===== src/rtl/ysyx_22041412_pipe_pkg.sv =====
// Shared constants and helpers for the pipeline hazard controller.
package ysyx_22041412_pipe_pkg;

    // Default number of tracked stages after ID (EX .. WB).
    localparam int unsigned DEPTH_DEF = 3;

    // Forwarding select value meaning "take the register file".
    localparam int unsigned FWD_RF = 0;

    // Stage index of EX; WB is the last tracked stage, see wb_stage().
    localparam int unsigned EX = 0;

    function automatic int unsigned wb_stage(input int unsigned depth);
        return depth - 1;
    endfunction

    // One forwarding select encodes register file plus one source per stage.
    function automatic int unsigned sel_width(input int unsigned depth);
        return $clog2(depth + 1);
    endfunction

endpackage


===== src/rtl/ysyx_22041412_hazard_ctrl_if.sv =====
// Decode/pipeline side bundle of the hazard controller.
// master: pipeline (drives ID info and busy/redirect), slave: hazard controller.
interface ysyx_22041412_hazard_ctrl_if #(
    parameter int unsigned NREG  = 32,
    parameter int unsigned NRP   = 2,
    parameter int unsigned DEPTH = ysyx_22041412_pipe_pkg::DEPTH_DEF
);
    localparam int unsigned AW   = $clog2(NREG);
    localparam int unsigned SELW = ysyx_22041412_pipe_pkg::sel_width(DEPTH);

    logic                  id_valid;
    logic [NRP*AW-1:0]     id_rs;
    logic [NRP-1:0]        id_rs_used;
    logic [AW-1:0]         id_rd;
    logic                  id_rd_wen;
    logic                  id_is_load;
    logic                  ex_busy;
    logic                  mem_busy;
    logic                  redirect;

    logic                  if_en;
    logic                  id_en;
    logic                  flush_id;
    logic                  bubble_ex;
    logic [DEPTH-1:0]      stage_en;
    logic [NRP*SELW-1:0]   fwd_sel;
    logic [DEPTH-1:0]      stage_valid;

    modport master (
        output id_valid, id_rs, id_rs_used, id_rd, id_rd_wen, id_is_load,
        output ex_busy, mem_busy, redirect,
        input  if_en, id_en, flush_id, bubble_ex, stage_en, fwd_sel, stage_valid
    );

    modport slave (
        input  id_valid, id_rs, id_rs_used, id_rd, id_rd_wen, id_is_load,
        input  ex_busy, mem_busy, redirect,
        output if_en, id_en, flush_id, bubble_ex, stage_en, fwd_sel, stage_valid
    );

endinterface


===== src/rtl/ysyx_22041412_raw_match.sv =====
// Priority RAW match of one decode read port against all tracked stages.
// The youngest (lowest index) matching stage wins.
module ysyx_22041412_raw_match #(
    parameter int unsigned AW    = 5,
    parameter int unsigned DEPTH = 3,
    parameter int unsigned SELW  = 2
) (
    input  logic [AW-1:0]            rs,
    input  logic                     rs_used,
    input  logic [DEPTH-1:0]         v,
    input  logic [DEPTH-1:0]         wen,
    input  logic [DEPTH-1:0]         ld,
    input  logic [DEPTH-1:0][AW-1:0] rd,
    output logic                     hit,
    output logic [SELW-1:0]          idx,
    output logic                     is_load
);

    // Scan oldest to youngest so the youngest match overwrites older ones.
    always_comb begin
        hit     = 1'b0;
        idx     = '0;
        is_load = 1'b0;
        if (rs_used && (rs != '0)) begin
            for (int s = int'(DEPTH) - 1; s >= 0; s--) begin
                if (v[s] && wen[s] && (rd[s] == rs)) begin
                    hit     = 1'b1;
                    idx     = SELW'(s);
                    is_load = ld[s];
                end
            end
        end
    end

endmodule


===== src/rtl/ysyx_22041412_hazard_ctrl.sv =====
// Pipeline hazard controller: tracks destination registers of in-flight
// instructions after ID, produces stage enables, bubble/flush strobes and
// per-port forwarding selects.
// Optional feature macro: YSYX_22041412_FWD_EN (operand forwarding). Without
// it every RAW match in a tracked stage stalls ID and fwd_sel stays 0.
module ysyx_22041412_hazard_ctrl
    import ysyx_22041412_pipe_pkg::*;
#(
    parameter int unsigned NREG     = 32,
    parameter int unsigned NRP      = 2,
    parameter int unsigned DEPTH    = DEPTH_DEF,
    parameter int unsigned LD_STAGE = 1
) (
    input logic                     clk,
    input logic                     rst,
    ysyx_22041412_hazard_ctrl_if.slave bus
);

    localparam int unsigned AW   = $clog2(NREG);
    localparam int unsigned SELW = sel_width(DEPTH);

    logic [DEPTH-1:0]         v_q, wen_q, ld_q;
    logic [DEPTH-1:0]         v_d, wen_d, ld_d;
    logic [DEPTH-1:0][AW-1:0] rd_q, rd_d;

    logic                     frz;
    logic [SELW-1:0]          frz_stg;

    logic [NRP-1:0]           m_hit, m_ld, hz_p;
    logic [NRP-1:0][SELW-1:0] m_idx, fwd_raw;
    logic                     id_hazard;

    logic                     if_en, id_en, flush_id, bubble_ex;
    logic [DEPTH-1:0]         stage_en;
    logic [NRP*SELW-1:0]      fwd_sel;

    // Freeze point: highest stalled stage; memory wait dominates EX busy.
    always_comb begin
        frz     = bus.mem_busy | bus.ex_busy;
        frz_stg = bus.mem_busy ? SELW'(LD_STAGE) : SELW'(EX);
    end

    for (genvar p = 0; p < NRP; p++) begin : g_port
        ysyx_22041412_raw_match #(
            .AW    (AW),
            .DEPTH (DEPTH),
            .SELW  (SELW)
        ) u_match (
            .rs      (bus.id_rs[p*AW +: AW]),
            .rs_used (bus.id_rs_used[p]),
            .v       (v_q),
            .wen     (wen_q),
            .ld      (ld_q),
            .rd      (rd_q),
            .hit     (m_hit[p]),
            .idx     (m_idx[p]),
            .is_load (m_ld[p])
        );
    end

`ifdef YSYX_22041412_FWD_EN
    // Forward from the youngest producer unless its load data is not ready yet.
    always_comb begin
        for (int p = 0; p < NRP; p++) begin
            hz_p[p]    = m_hit[p] && m_ld[p] && (m_idx[p] < SELW'(LD_STAGE));
            fwd_raw[p] = (m_hit[p] && !hz_p[p]) ? m_idx[p] + 1'b1 : SELW'(FWD_RF);
        end
    end
`else
    // No bypass network and no write-through regfile: any match must drain.
    always_comb begin
        for (int p = 0; p < NRP; p++) begin
            hz_p[p]    = m_hit[p];
            fwd_raw[p] = SELW'(FWD_RF);
        end
    end

    logic unused_match;
    assign unused_match = ^{m_idx, m_ld};
`endif

    assign id_hazard = bus.id_valid & (|hz_p);

    // Control outputs; freeze beats redirect, redirect beats load-use.
    always_comb begin
        if_en     = 1'b1;
        id_en     = 1'b1;
        flush_id  = 1'b0;
        bubble_ex = 1'b0;
        stage_en  = '1;
        fwd_sel   = '0;
        if (rst) begin
            flush_id  = 1'b1;
            bubble_ex = 1'b1;
        end else begin
            if (bus.id_valid) begin
                for (int p = 0; p < NRP; p++) begin
                    fwd_sel[p*SELW +: SELW] = fwd_raw[p];
                end
            end
            if (frz) begin
                if_en = 1'b0;
                id_en = 1'b0;
                for (int s = 0; s < DEPTH; s++) begin
                    if (SELW'(s) <= frz_stg) begin
                        stage_en[s] = 1'b0;
                    end
                end
            end else if (bus.redirect) begin
                flush_id  = 1'b1;
                bubble_ex = 1'b1;
            end else if (id_hazard) begin
                if_en     = 1'b0;
                id_en     = 1'b0;
                bubble_ex = 1'b1;
            end
        end
    end

    // Tracking shift: a stage whose predecessor holds receives a bubble.
    always_comb begin
        v_d   = v_q;
        rd_d  = rd_q;
        wen_d = wen_q;
        ld_d  = ld_q;
        if (stage_en[EX]) begin
            v_d[EX]   = bus.id_valid & ~bubble_ex;
            rd_d[EX]  = bus.id_rd;
            wen_d[EX] = bus.id_rd_wen;
            ld_d[EX]  = bus.id_is_load;
        end
        for (int s = 1; s < DEPTH; s++) begin
            if (stage_en[s]) begin
                v_d[s]   = v_q[s-1] & stage_en[s-1];
                rd_d[s]  = rd_q[s-1];
                wen_d[s] = wen_q[s-1];
                ld_d[s]  = ld_q[s-1];
            end
        end
    end

    // Tracking registers; reset clears valid bits regardless of busy inputs.
    always_ff @(posedge clk) begin
        if (rst) begin
            v_q <= '0;
        end else begin
            v_q <= v_d;
        end
        rd_q  <= rd_d;
        wen_q <= wen_d;
        ld_q  <= ld_d;
    end

    assign bus.if_en       = if_en;
    assign bus.id_en       = id_en;
    assign bus.flush_id    = flush_id;
    assign bus.bubble_ex   = bubble_ex;
    assign bus.stage_en    = stage_en;
    assign bus.fwd_sel     = fwd_sel;
    assign bus.stage_valid = v_q;

endmodule


===== src/flat_wrapper.sv =====
// flat-port wrapper written by rule: the top's interface ports become plain ports
module ysyx_22041412_hazard_ctrl_flat import ysyx_22041412_pipe_pkg::*;
#(
    parameter int unsigned NREG     = 32,
    parameter int unsigned NRP      = 2,
    parameter int unsigned DEPTH    = DEPTH_DEF,
    parameter int unsigned LD_STAGE = 1
)
  (clk, rst, bus_id_valid, bus_id_rs, bus_id_rs_used, bus_id_rd, bus_id_rd_wen, bus_id_is_load, bus_ex_busy, bus_mem_busy, bus_redirect, bus_if_en, bus_id_en, bus_flush_id, bus_bubble_ex, bus_stage_en, bus_fwd_sel, bus_stage_valid);
  ysyx_22041412_hazard_ctrl_if #(.NREG(NREG), .NRP(NRP), .DEPTH(DEPTH)) bus_i ();
  input logic clk;
  input logic rst;
  input wire logic [$bits(bus_i.id_valid)-1:0] bus_id_valid;
  input wire logic [$bits(bus_i.id_rs)-1:0] bus_id_rs;
  input wire logic [$bits(bus_i.id_rs_used)-1:0] bus_id_rs_used;
  input wire logic [$bits(bus_i.id_rd)-1:0] bus_id_rd;
  input wire logic [$bits(bus_i.id_rd_wen)-1:0] bus_id_rd_wen;
  input wire logic [$bits(bus_i.id_is_load)-1:0] bus_id_is_load;
  input wire logic [$bits(bus_i.ex_busy)-1:0] bus_ex_busy;
  input wire logic [$bits(bus_i.mem_busy)-1:0] bus_mem_busy;
  input wire logic [$bits(bus_i.redirect)-1:0] bus_redirect;
  output wire logic [$bits(bus_i.if_en)-1:0] bus_if_en;
  output wire logic [$bits(bus_i.id_en)-1:0] bus_id_en;
  output wire logic [$bits(bus_i.flush_id)-1:0] bus_flush_id;
  output wire logic [$bits(bus_i.bubble_ex)-1:0] bus_bubble_ex;
  output wire logic [$bits(bus_i.stage_en)-1:0] bus_stage_en;
  output wire logic [$bits(bus_i.fwd_sel)-1:0] bus_fwd_sel;
  output wire logic [$bits(bus_i.stage_valid)-1:0] bus_stage_valid;
  assign bus_i.id_valid = bus_id_valid;
  assign bus_i.id_rs = bus_id_rs;
  assign bus_i.id_rs_used = bus_id_rs_used;
  assign bus_i.id_rd = bus_id_rd;
  assign bus_i.id_rd_wen = bus_id_rd_wen;
  assign bus_i.id_is_load = bus_id_is_load;
  assign bus_i.ex_busy = bus_ex_busy;
  assign bus_i.mem_busy = bus_mem_busy;
  assign bus_i.redirect = bus_redirect;
  assign bus_if_en = bus_i.if_en;
  assign bus_id_en = bus_i.id_en;
  assign bus_flush_id = bus_i.flush_id;
  assign bus_bubble_ex = bus_i.bubble_ex;
  assign bus_stage_en = bus_i.stage_en;
  assign bus_fwd_sel = bus_i.fwd_sel;
  assign bus_stage_valid = bus_i.stage_valid;
  ysyx_22041412_hazard_ctrl #(.NREG(NREG), .NRP(NRP), .DEPTH(DEPTH), .LD_STAGE(LD_STAGE)) u_core (.clk(clk), .rst(rst), .bus(bus_i));
endmodule

===== config.mk =====
export PLATFORM = sky130hd
export DESIGN_NAME = ysyx_22041412_hazard_ctrl_flat
export DESIGN_NICKNAME = d
export VERILOG_FILES = /design/src/rtl/ysyx_22041412_pipe_pkg.sv /design/src/rtl/ysyx_22041412_hazard_ctrl_if.sv /design/src/rtl/ysyx_22041412_raw_match.sv /design/src/rtl/ysyx_22041412_hazard_ctrl.sv /design/src/flat_wrapper.sv
export SDC_FILE = /design/constraint.sdc
export NUM_CORES = 1
export LEC_CHECK = 0
export CAP_MARGIN = 20
export CELL_PAD_IN_SITES_DETAIL_PLACEMENT = 0
export CELL_PAD_IN_SITES_GLOBAL_PLACEMENT = 1
export CORE_ASPECT_RATIO = 0.5
export CORE_MARGIN = 5
export CORE_UTILIZATION = 30
export DETAILED_ROUTE_END_ITERATION = 6
export PLACE_DENSITY_LB_ADDON = 0.1
export SETUP_SLACK_MARGIN = 0.5
export SLEW_MARGIN = 25
export SYNTH_ARGS = -nofsm -noshare
export SYNTH_HDL_FRONTEND = slang
export SYNTH_SLANG_ARGS = --single-unit
export TNS_END_PERCENT = 1

===== constraint.sdc =====
create_clock -name clk -period 1.75 [get_ports clk]
set_input_delay 0.35 -clock clk [delete_from_list [all_inputs] [get_ports clk]]
set_output_delay 0.35 -clock clk [all_outputs]
set_load 0.005 [all_outputs]

After elaboration in Yosys (flattened, before gate mapping)
Index checks and enable logic that the tools add are counted.
Storage, ports and cells
  flip-flop bits (word level): 21
  input port bits: 25
  output and inout port bits: 14
  logic and storage cells: 63
Cells by class
  magnitude comparators: 3
  equal/unequal tests: 6
  mux-type cells: 25
  bitwise logic cells: 6
  reduce and logical (&&, ||, !) cells: 14
Operators with widths (number)
  $eq A5 B5 Y1: 6
  $mux W1: 23
  $logic_and A1 B1 Y1: 11
  $reduce_bool A5 Y1: 2
  $mux W3: 2
  $and A1 B1 Y1: 4
  $le A1 B2 Y1 const A: 2
  $le A2 B2 Y1 const A: 1
  $reduce_or A2 Y1: 1
  $not A1 Y1: 1
  $or A1 B1 Y1: 1

Depth between registers and ports, before layout
  depth after elaboration: 14
  mapped depth: 7
  gate-level depth less buffers: 6

Hierarchy
A second synthesis with hierarchy kept.
Unflattened totals
  cells, all modules: 115
  area total of the unflattened synthesis: 1253.7 um^2
Modules (own cells, without submodules)
  ysyx_22041412_hazard_ctrl: instances 1, cells each 47, area each 765.7 um^2, sequential area each 620.6 um^2
  ysyx_22041412_raw_match: instances 2, cells each 34, area each 244.0 um^2, sequential area each 0.0 um^2

Worst setup path before layout
Ideal clock, no wire load.
  path type: register to output
  start point: register u_core.rd_q[4] (netlist bit)
  end point: output port bus_if_en
  arrival time: 1.607 ns
  data required time: 1.400 ns
  setup slack: -0.207 ns
  cell stages (with the launch flop): 8
  path buffers: 1
  cell sequence: edfxtp_1 xor2_1 nor4_1 nand4_1 a31oi_1 nor2_1 o31a_1 buf_4
On the way
  word-level cells in the longest chain between the ends: 10
  elaborated cells between the ends (all ways): 14
  those cells by class: eq/ne: 2; mux: 8; bitwise: 1; reduce/logical: 3
RTL lines
  from (decl): line ysyx_22041412_hazard_ctrl.sv:24  | logic [DEPTH-1:0][AW-1:0] rd_q, rd_d;
  from (signal assigned): line ysyx_22041412_hazard_ctrl.sv:149  | rd_q <= rd_d;
  $eq A5 B5 Y1: line ysyx_22041412_raw_match.sv:26  | if (v[s] && wen[s] && (rd[s] == rs)) begin
  $logic_and A1 B1 Y1: line ysyx_22041412_raw_match.sv:26
  $mux W1: line ysyx_22041412_raw_match.sv:26
  $mux W1: line ysyx_22041412_raw_match.sv:24  | if (rs_used && (rs != '0)) begin
  $reduce_or A2 Y1 (*): line ysyx_22041412_hazard_ctrl.sv:82  | assign id_hazard = bus.id_valid & (|hz_p);
  $and A1 B1 Y1 (*): line ysyx_22041412_hazard_ctrl.sv:82
  $mux W1 (*) (4 in a row)
  to (decl): line flat_wrapper.sv:22  | output wire logic [$bits(bus_i.if_en)-1:0] bus_if_en;
Mark *: on every way between the ends. The rest lies on a longest branch, timed or not.

Worst setup path after layout
  start point: register u_core.rd_q[9] (netlist bit)
  end point: output port bus_id_en
On the way
  word-level cells in the longest chain between the ends: 11
  elaborated cells between the ends (all ways): 16
  those cells by class: eq/ne: 2; mux: 10; bitwise: 1; reduce/logical: 3
RTL lines
  $eq A5 B5 Y1: line ysyx_22041412_raw_match.sv:26
  $logic_and A1 B1 Y1: line ysyx_22041412_raw_match.sv:26
  $mux W1 (2 in a row): line ysyx_22041412_raw_match.sv:26
  $mux W1: line ysyx_22041412_raw_match.sv:24
  $reduce_or A2 Y1 (*): line ysyx_22041412_hazard_ctrl.sv:82
  $and A1 B1 Y1 (*): line ysyx_22041412_hazard_ctrl.sv:82
  $mux W1 (*): line ysyx_22041412_hazard_ctrl.sv:112  | end else if (id_hazard) begin
  $mux W1 (*): line ysyx_22041412_hazard_ctrl.sv:109  | end else if (bus.redirect) begin
  $mux W1 (*): line ysyx_22041412_hazard_ctrl.sv:101  | if (frz) begin
  $mux W1 (*): line ysyx_22041412_hazard_ctrl.sv:92  | if (rst) begin
  to (decl): line flat_wrapper.sv:23  | output wire logic [$bits(bus_i.id_en)-1:0] bus_id_en;
Marked as above.

==> impl_results.md <==
* Outcome: finished, violations left
* Htree depth at 1
* Hold path depth at 3
* Hold buffer count at cts at 0
* Area post-placement at 1600 µm²
* Endpoints failing setup at 4
* CTS tree: done
* PwrDens at 712 nW/µm²
* Die X at 94.4 µm
* Launch point of the worst reg-to-reg path: u_core.rd_q[9]
* Initial cell density of the core at 31.1%
* Hold Path Class: input port to flop
* Clk sinks at 21
* Unrepaired setup endpoints after global routing: yes
* Final #Nets at 178
* GR Overflow Total at 0
* Util after Layout at 49.4%
* Post-route cell area at 1700 µm²
* Synth warn at 0
* Crit Path Class: flop to primary output
* Post-synthesis cell type count at 21
* Reg2Reg Depth at 8
* R2R Path End: u_core.bus.stage_valid[0]
* Largest net degree at the start of global routing at 14
* All-Layer GR Usage at 11.9%
* Die area at 4930 µm²
* Core ar. at 3430 µm²
* Mapped Cells at 93
* Die Height at 52.2 µm
* Post-DP HPWL at 2.24 mm
* Seq cells post-synth at 21
* CP max FO at 3
* Gp weighted congestion at 0.853
* Maximum Capacitance Violations at 0
* Total wire length at 2.79 mm
* Ratio of cells with drive above 1 in the final layout at 34.2%
* Fmax at 0.426 GHz
* Post-route setup slack at -595 ps
* Area delta synth->final at 58.8%
* Initial antenna violation count at 0
* First-pass GRT wire length at 4.41 mm
* Skew final at 1.59 ps
* Share of flip-flops with an asynchronous set or reset at 0%
* Setup crit start kind: flop
* WL/cell at 13.7 µm
* Failing checks: negative setup slack
* Number of port buffers at 32
* Final Hold Fails at 0
* Worst Path Arrival at 1990 ps
* Hold_sp: bus_mem_busy
* Vias in the first global route at 955
* Hold EP: u_core.bus.stage_valid[2]
* Drt pass-1 iters at 4
* Max Slew Vio Count at 0
* Clock-pin slew on the worst setup and hold paths at 80 ps
* Syn Area/Cell at 11.5 µm²
* Crit path time final at 2340 ps
* CTS Buffer Depth at 2
* Peak supply drop at 287 µV
* Worst EP required at 1400 ps
* Main synth FF type: edfxtp_1
* # DRC at 0
* Seq/Total Area, Yosys at 50.6%
* Number of synthesized flops with an enable pin at 12
* Floorplan row count at 15
* Fill cell count at 326
* Final Non-Filler Cells at 203
* Period utilization at 134%
* Post-synthesis instance area at 1070 µm²
* Via count at 889
* R2R Setup Slk at -10 ps
* Iteration-0 DRC Markers at 36
* Worst hold slack at 370 ps
* Worst Setup End Kind: primary output
* Placed insts at 197
* DRT antenna net count at 0
* Num CTS Buffers at 3
* Root Buffer: clkbuf_8
* DR vias/cell at 4.38
* Later-pin clock latency in the skew report at 260 ps
* LEAKAGE at 0.703 nW
* Number of diodes at 0
* # IOs at 39
* Pwr Total at 1.21 mW
-- state kept, by name, summed over array words and instances, names as in the netlist --
register                count
u_core.wen_q                3
u_core.bus.stage_valid      3
u_core.rd_q                15
-- cells in the final DEF (no fill, tap or decap), types with 3 or more instances in the layout --
master / count
clkdlybuf4s50_1: 10
conb_1: 5
xor2_1: 24
buf_4: 22
nor4_1: 4
nor3b_1: 3
buf_6: 8
edfxtp_1: 12
clkbuf_8: 3
nor4_2: 3
dfxtp_1: 7
nand4_1: 6
buf_2: 4
xnor2_1: 6
dlygate4sd2_1: 8
-- kinds of logic after synthesis --
logic type | synth area share (%)
XOR/XNOR | 24.6
other | 0.703
AND/OR/NAND/NOR | 14.3
buffers and inverters | 4.22
flip-flops | 50.6
AO/OA/AOI/OAI | 5.62
-- worst max path at each step --
| stage | start | to | slack (ps) |
|---|---|---|---|
| after floorplan | u_core.rd_q[9] | bus_if_en | -210 |
| after global placement | bus_id_rs[1] | bus_if_en | -1300 |
| after detailed placement | bus_id_rs[1] | bus_id_en | -1280 |
| after CTS | u_core.rd_q[4] | bus_id_en | -660 |
| after global routing | u_core.rd_q[4] | bus_bubble_ex | -770 |
| final | u_core.rd_q[9] | bus_id_en | -590 |
-- where the power goes --
group | internal [mW] | switching (mW)
clock network | 0.161 | 0.159
logic | 0.159 | 0.115
registers | 0.575 | 0.0397
-- layer usage --
| layer | part of all wire (%) | vias up | routed length (µm) | global-route usage (%) |
|---|---|---|---|---|
| li1 | - | 447 | - | - |
| met1 | 48 | 415 | 1330 | 15.0 |
| met2 | 46 | 25 | 1280 | 19.6 |
| met3 | 5.5 | 2 | 153 | 4.02 |
| met4 | 0.97 | 0 | 27 | 3.60 |
| met5 | 0 | - | 0 | 0 |
-- critical path: stages (launching register included) --
cell      delay [ps]
edfxtp_1         450
buf_4            170
xor2_1           130
nor4_1           200
nand4_1          130
a31oi_1          190
nor2_2            80
o31a_1           250
buf_2            130
-- synthesized netlist by cell type, types with 2 or more instances --
| master | number | area [µm²] |
|---|---|---|
| xor2_1 | 24 | 210 |
| edfxtp_1 | 12 | 360 |
| dfxtp_1 | 9 | 180 |
| nor4_1 | 7 | 43.8 |
| buf_4 | 6 | 45.0 |
| nand4_1 | 6 | 37.5 |
| xnor2_1 | 6 | 52.6 |
| nor2_1 | 3 | 11.3 |
| nor3b_1 | 3 | 22.5 |
| a31oi_1 | 2 | 12.5 |
| conb_1 | 2 | 7.51 |
| nand2b_1 | 2 | 12.5 |
| o21ai_0 | 2 | 10.0 |
| or4_1 | 2 | 15.0 |
-- cell type report --
type / count / area, µm² / area share [%]
clock buffer: 3 / 41.3 / 2.43
tap: 51 / 63.8 / 3.76
clock inverter: 1 / 7.51 / 0.442
timing repair buffer: 58 / 502 / 29.6
multi-input combinational: 69 / 539 / 31.8
sequential: 21 / 543 / 32.0
-- through the flow --
| step | TNS, ps | setup WS, ps |
|---|---|---|
| 6_report | -1790 | -595 |
| 3_5_place_dp | -5020 | -1280 |
| 3_3_place_gp | -5080 | -1300 |
| 4_1_cts | -2040 | -658 |
| 5_1_grt | -2360 | -770 |
| 2_1_floorplan | -273 | -207 |
-- timing repair --
action                                  4_1_cts  5_1_grt
endpoints found under the setup margin       22       17
pin swaps                                    13        6
gates resized for setup                      40       28
setup buffers                                 1        1
Power figures use the tool's default switching activity.
